$ cat src/rtl/pc_gen_pkg.sv
// Shared CPU constants for the fetch PC generator: next-PC select codes, reset and
// exception vectors, and the PC FSM state type.
package pc_gen_pkg;

  localparam logic [2:0] PcSelPc4    = 3'b000;
  localparam logic [2:0] PcSelJump   = 3'b001;
  localparam logic [2:0] PcSelEpc    = 3'b010;
  localparam logic [2:0] PcSelExcept = 3'b011;
  localparam logic [2:0] PcSelBranch = 3'b100;
  localparam logic [2:0] PcSelJr     = 3'b101;

  localparam logic [31:0] ResetPcDefault   = 32'hBFC0_0000;
  localparam logic [31:0] ExcVectorDefault = 32'hBFC0_0380;

  typedef enum logic [1:0] {
    StBoot,
    StRun,
    StHold
  } pc_state_e;

endpackage

$ cat src/rtl/pc_target_mux.sv
// Combinational redirect-target select for pc_gen. Without PC_ALIGN_CHECK_EN the
// target is forced word-aligned.
module pc_target_mux
  import pc_gen_pkg::*;
#(
  parameter logic [31:0] EXC_VECTOR = ExcVectorDefault
) (
  input  logic [2:0]  i_pcsel,
  input  logic [31:0] i_jump_addr,
  input  logic [31:0] i_branch_addr,
  input  logic [31:0] i_jr_addr,
  input  logic [31:0] i_epc,
  output logic        o_redirect,
  output logic [31:0] o_target
);

  logic [31:0] w_target_raw;

  always_comb begin
    o_redirect   = 1'b1;
    w_target_raw = 32'h0;
    case (i_pcsel)
      PcSelJump:   w_target_raw = i_jump_addr;
      PcSelEpc:    w_target_raw = i_epc;
      PcSelExcept: w_target_raw = EXC_VECTOR;
      PcSelBranch: w_target_raw = i_branch_addr;
      PcSelJr:     w_target_raw = i_jr_addr;
      // 000 and the unused codes 110/111 all mean sequential fetch
      default:     o_redirect   = 1'b0;
    endcase
  end

`ifdef PC_ALIGN_CHECK_EN
  assign o_target = w_target_raw;
`else
  assign o_target = {w_target_raw[31:2], 2'b00};
`endif

endmodule

$ cat src/rtl/pc_gen.sv
// Fetch PC generator: BOOT/RUN/HOLD FSM, one-entry redirect buffer and fetch
// handshake. PC_ALIGN_CHECK_EN enables misaligned-PC detection.
module pc_gen
  import pc_gen_pkg::*;
#(
  parameter logic [31:0] RESET_PC   = ResetPcDefault,
  parameter logic [31:0] EXC_VECTOR = ExcVectorDefault
) (
  input  logic        clk,
  input  logic        resetn,
  input  logic [2:0]  PCSel,
  input  logic [31:0] JumpAddr,
  input  logic [31:0] BranchAddr,
  input  logic [31:0] JRAddr,
  input  logic [31:0] EPC,
  input  logic        pc_stall,
  input  logic        if_ready,
  output logic        if_req,
  output logic [31:0] PC_IF,
  output logic        if_kill,
  output logic        addr_err
);

  pc_state_e   r_state;
  logic [31:0] r_pc;
  logic        r_pend;
  logic [31:0] r_pend_target;
  logic        r_req_out;

  logic        w_redirect;
  logic [31:0] w_target;
  logic        w_fire;
  logic        w_align_hold;

  pc_target_mux #(
    .EXC_VECTOR (EXC_VECTOR)
  ) u_target_mux (
    .i_pcsel       (PCSel),
    .i_jump_addr   (JumpAddr),
    .i_branch_addr (BranchAddr),
    .i_jr_addr     (JRAddr),
    .i_epc         (EPC),
    .o_redirect    (w_redirect),
    .o_target      (w_target)
  );

`ifdef PC_ALIGN_CHECK_EN
  assign addr_err     = (r_pc[1:0] != 2'b00);
  assign w_align_hold = addr_err;
`else
  assign addr_err     = 1'b0;
  assign w_align_hold = 1'b0;
`endif

  // An unaccepted request stays asserted regardless of pc_stall until it fires.
  assign if_req  = (r_state != StBoot) && (r_req_out || !pc_stall) && !w_align_hold;
  assign w_fire  = if_req && if_ready;
  assign if_kill = w_fire && (r_pend || w_redirect);
  assign PC_IF   = r_pc;

  always_ff @(posedge clk or negedge resetn) begin
    if (!resetn) begin
      r_state       <= StBoot;
      r_pc          <= RESET_PC;
      r_pend        <= 1'b0;
      r_pend_target <= 32'h0;
      r_req_out     <= 1'b0;
    end else begin
      r_req_out <= if_req && !if_ready;

      if (w_fire) begin
        if (w_redirect) begin
          r_pc <= w_target;
        end else if (r_pend) begin
          r_pc <= r_pend_target;
        end else begin
          r_pc <= r_pc + 32'd4;
        end
        r_pend <= 1'b0;
      end else if (w_align_hold && (w_redirect || r_pend)) begin
        // A misaligned PC never fires, so redirects load the PC directly.
        r_pc   <= w_redirect ? w_target : r_pend_target;
        r_pend <= 1'b0;
      end else if (w_redirect) begin
        r_pend        <= 1'b1;
        r_pend_target <= w_target;
      end

      case (r_state)
        StBoot:  r_state <= StRun;
        StRun:   if (w_redirect && !w_fire) r_state <= StHold;
        StHold:  if (w_fire) r_state <= StRun;
        default: r_state <= StBoot;
      endcase
    end
  end

endmodule

$ cat config.mk
export PLATFORM = sky130hd
export DESIGN_NAME = pc_gen
export DESIGN_NICKNAME = d
export VERILOG_FILES = /design/src/rtl/pc_gen_pkg.sv /design/src/rtl/pc_target_mux.sv /design/src/rtl/pc_gen.sv
export SDC_FILE = /design/constraint.sdc
export NUM_CORES = 1
export LEC_CHECK = 0
export ABC_AREA = 1
export ABC_CLOCK_PERIOD_IN_PS = 2000
export BUFFER_PORTS_ARGS = -buffer_cell sky130_fd_sc_hd__buf_2
export CAP_MARGIN = 10
export CORE_UTILIZATION = 51
export DETAILED_ROUTE_END_ITERATION = 10
export PLACE_DENSITY = 0.82
export SLEW_MARGIN = 20
export SYNTH_ARGS = -nofsm -noshare
export SYNTH_HDL_FRONTEND = slang
export SYNTH_SLANG_ARGS = --single-unit
$ cat constraint.sdc
create_clock -name clk -period 2 [get_ports clk]
set_clock_uncertainty 0.05 [all_clocks]
set_input_delay 0.4 -clock clk [delete_from_list [all_inputs] [get_ports clk]]
set_output_delay 0.4 -clock clk [all_outputs]
set_load 0.05 [all_outputs]
==> qor.yml <==
grt.total_usage_pct: 29.9
route.detailed.drc: 0
fmax_mhz: 518
cap_viol_max_count: 0
slew_viol_final: 0
synthDistinctLibCells: 34
fp.dieArea_um2: 9810
avgSynthCellArea_um2: 6.29
area_delta_synth_final_pct: 21.3
cts_root_buf: "clkbuf_8"
antenna_found_initial: 1
crit_arrival_ns: 1.48
initial_core_util_pct: 52.2
postCtsSetupBuffers: 0
synth_top_family_by_area: "simple AND/OR/NAND/NOR gates"
vias: 5430
failed_checks: "negative hold slack"
fin_crit_sh_pct: 96.6
final_layout_size_suffix_gt1_share_pct: 24.1
synthMuxAreaShare_pct: 0
cts.path.max_buffers: 2
grt.met2_usage_pct: 48.1
grt_busiest_layer: "met2"
start_kind: "register"
power_density_nw_per_um2: 1220
cts_sinks: 64
core_area_um2: 9200
grt_pass1_wl_um: 23000
io_pins: 170
use_met1_pct: 40.3
htree_levels: 3
worst-path-max-fanout: 3
rrSetupSlack_ns: 0.24
dp_worst_setup_slack_ns: 0.161
r2r-end: "PC_IF[12]"
gr-total-overflow: 0
multi_input_area_um2: 2730
crit_type: "register to output pin"
startpoint: "r_req_out"
synth-xor-area-share_pct: 1.46
ant_nets: 0
layout_setup_ws_ns: 0.0686
synth-compound-area-share_pct: 13.3
grt_max_degree: 65
cts_made_buffers: 9
synth_fa_ha_area_share_pct: 0.260
grtUsageMet3_pct: 5.96
postSynthCellCount: 764
routed_wl_um: 14300
cp.required_ns: 1.55
rows: 35
syn_area_um2: 4800
endpoint_kind: "output pin"
final-seq-area_um2: 1610
gp_routability_congestion: 0.967
outcome: "finished with violations"
ctsHoldBuffers: 0
setup_viol: 0
nFillCells: 887
peakVddDrop_v: 0.000709
hold_path.class: "primary input to async pin"
die_w_um: 99.1
holdWs_ns: -0.00521
place_hpwl_um: 10900
synth-simple-area-share_pct: 41.3
avgRoutedWirePerCell_um: 13.8
drt_iter0_markers: 330
rsz0062_at_grt: "false"
worstReg2RegStart: "PC_IF[2]"
fin_nets: 1051
hold_violations: 2
io_buffers: 158
cts-resized-gates: 0
ys_ff_latch: 64
layout_common_cells: "319 x nand2_1, 158 x buf_2, 73 x nor2_1"
tns_ns: 0
vias_per_cell: 5.26
die_h_um: 99.1
clk_latency_ns: 0.36
seq_area_frac_synth_pct: 33.6
fin_crit_ns: 1.93
path_clk_slew_ns: 0.07
final_common_cell: "nand2_1"
leakagePower_nw: 3.11
grt_pass1_vias: 4859
cts_tree: "yes"
drt_pass1_iterations: 5
yosysWarnings: 0
r2r_cells: 8
-- layout make-up --
cell class	instances	share of cell area [%]
Timing Repair Buffer	172	16.0
Antenna cell	1	0.0430
Tap cell	111	2.38
Clock buffer	13	2.56
Clock inverter	3	0.301
Multi-Input combinational cell	605	46.9
Sequential cell	64	27.7
Inverter	63	4.15
-- worst max-delay path by stage --
stage | endpoint | slack (ns) | cells after the start
finish | if_kill | 0.07 | 6
global route | if_kill | 0.02 | 6
CTS | if_kill | 0.08 | 6
detailed placement | if_kill | 0.16 | 7
global placement | if_kill | 0.17 | 7
floorplan | PC_IF[30] | 0.1 | 10
-- cell families after synthesis --
kind of cell / Yosys count
adders and majority gates: 1
DFF: 64
other: 1
AOI/OAI and AO/OA: 117
buffers and inverters: 97
xor gates and xnor gates: 8
and+or+nand+nor: 476
-- through the flow --
step	total power, W	instance area [um2]	utilization, %	instances
2_1_floorplan	0.00511	4820	-	766
3_3_place_gp	0.00602	5660	61.5	1015
3_5_place_dp	0.00609	5660	61.5	1015
4_1_cts	0.00708	5820	63.3	1031
5_1_grt	0.00755	5820	63.3	1032
6_report	0.00710	5820	63.3	1032
-- sequential cells by signal, summed over array words and instances (netlist names) --
name	flops
r_state	2
r_req_out	1
PC_IF	30
r_pend_target	30
r_pend	1
-- synth_stat cells, drive strengths merged --
master	count	area [um2]
buf	27	180
o21ai	57	285
a21oi	43	215
nand2	328	1260
a22o	5	43.8
clkbuf	7	60.1
nand4	15	93.8
nor3	4	20.0
conb	1	3.75
dfrtp	55	1380
nor2	85	374
xnor2	1	8.76
ha	1	12.5
and2	1	6.26
nand3	43	228
inv	63	241
xor2	7	61.3
dfstp	9	236
a22oi	2	15.0
a21boi	5	37.5
a2bb2oi	2	17.5
o21a	3	22.5
-- worst max-delay path, cell delays in order, from the launching register on --
cell     delay (ns)
dfrtp_1        0.35
inv_1          0.04
nand2_1        0.05
o21a_2         0.15
nand2_2        0.10
a21oi_4        0.15
buf_2          0.28
-- where the power goes --
part	total, W	leakage (nW)	internal [W]	switching [W]
Combinational	0.00371	2.24	0.00107	0.00264
Clock	0.000984	0.0834	0.000480	0.000504
Sequential	0.00240	0.783	0.00183	0.000572
-- metal layers --
layer / vias up / wire length, um
met5: - / 0
met4: 0 / 353
met3: 32 / 1180
met2: 246 / 6560
met1: 2420 / 6180
li1: 2732 / -
Note: power is estimated with default switching activity, not from simulation.
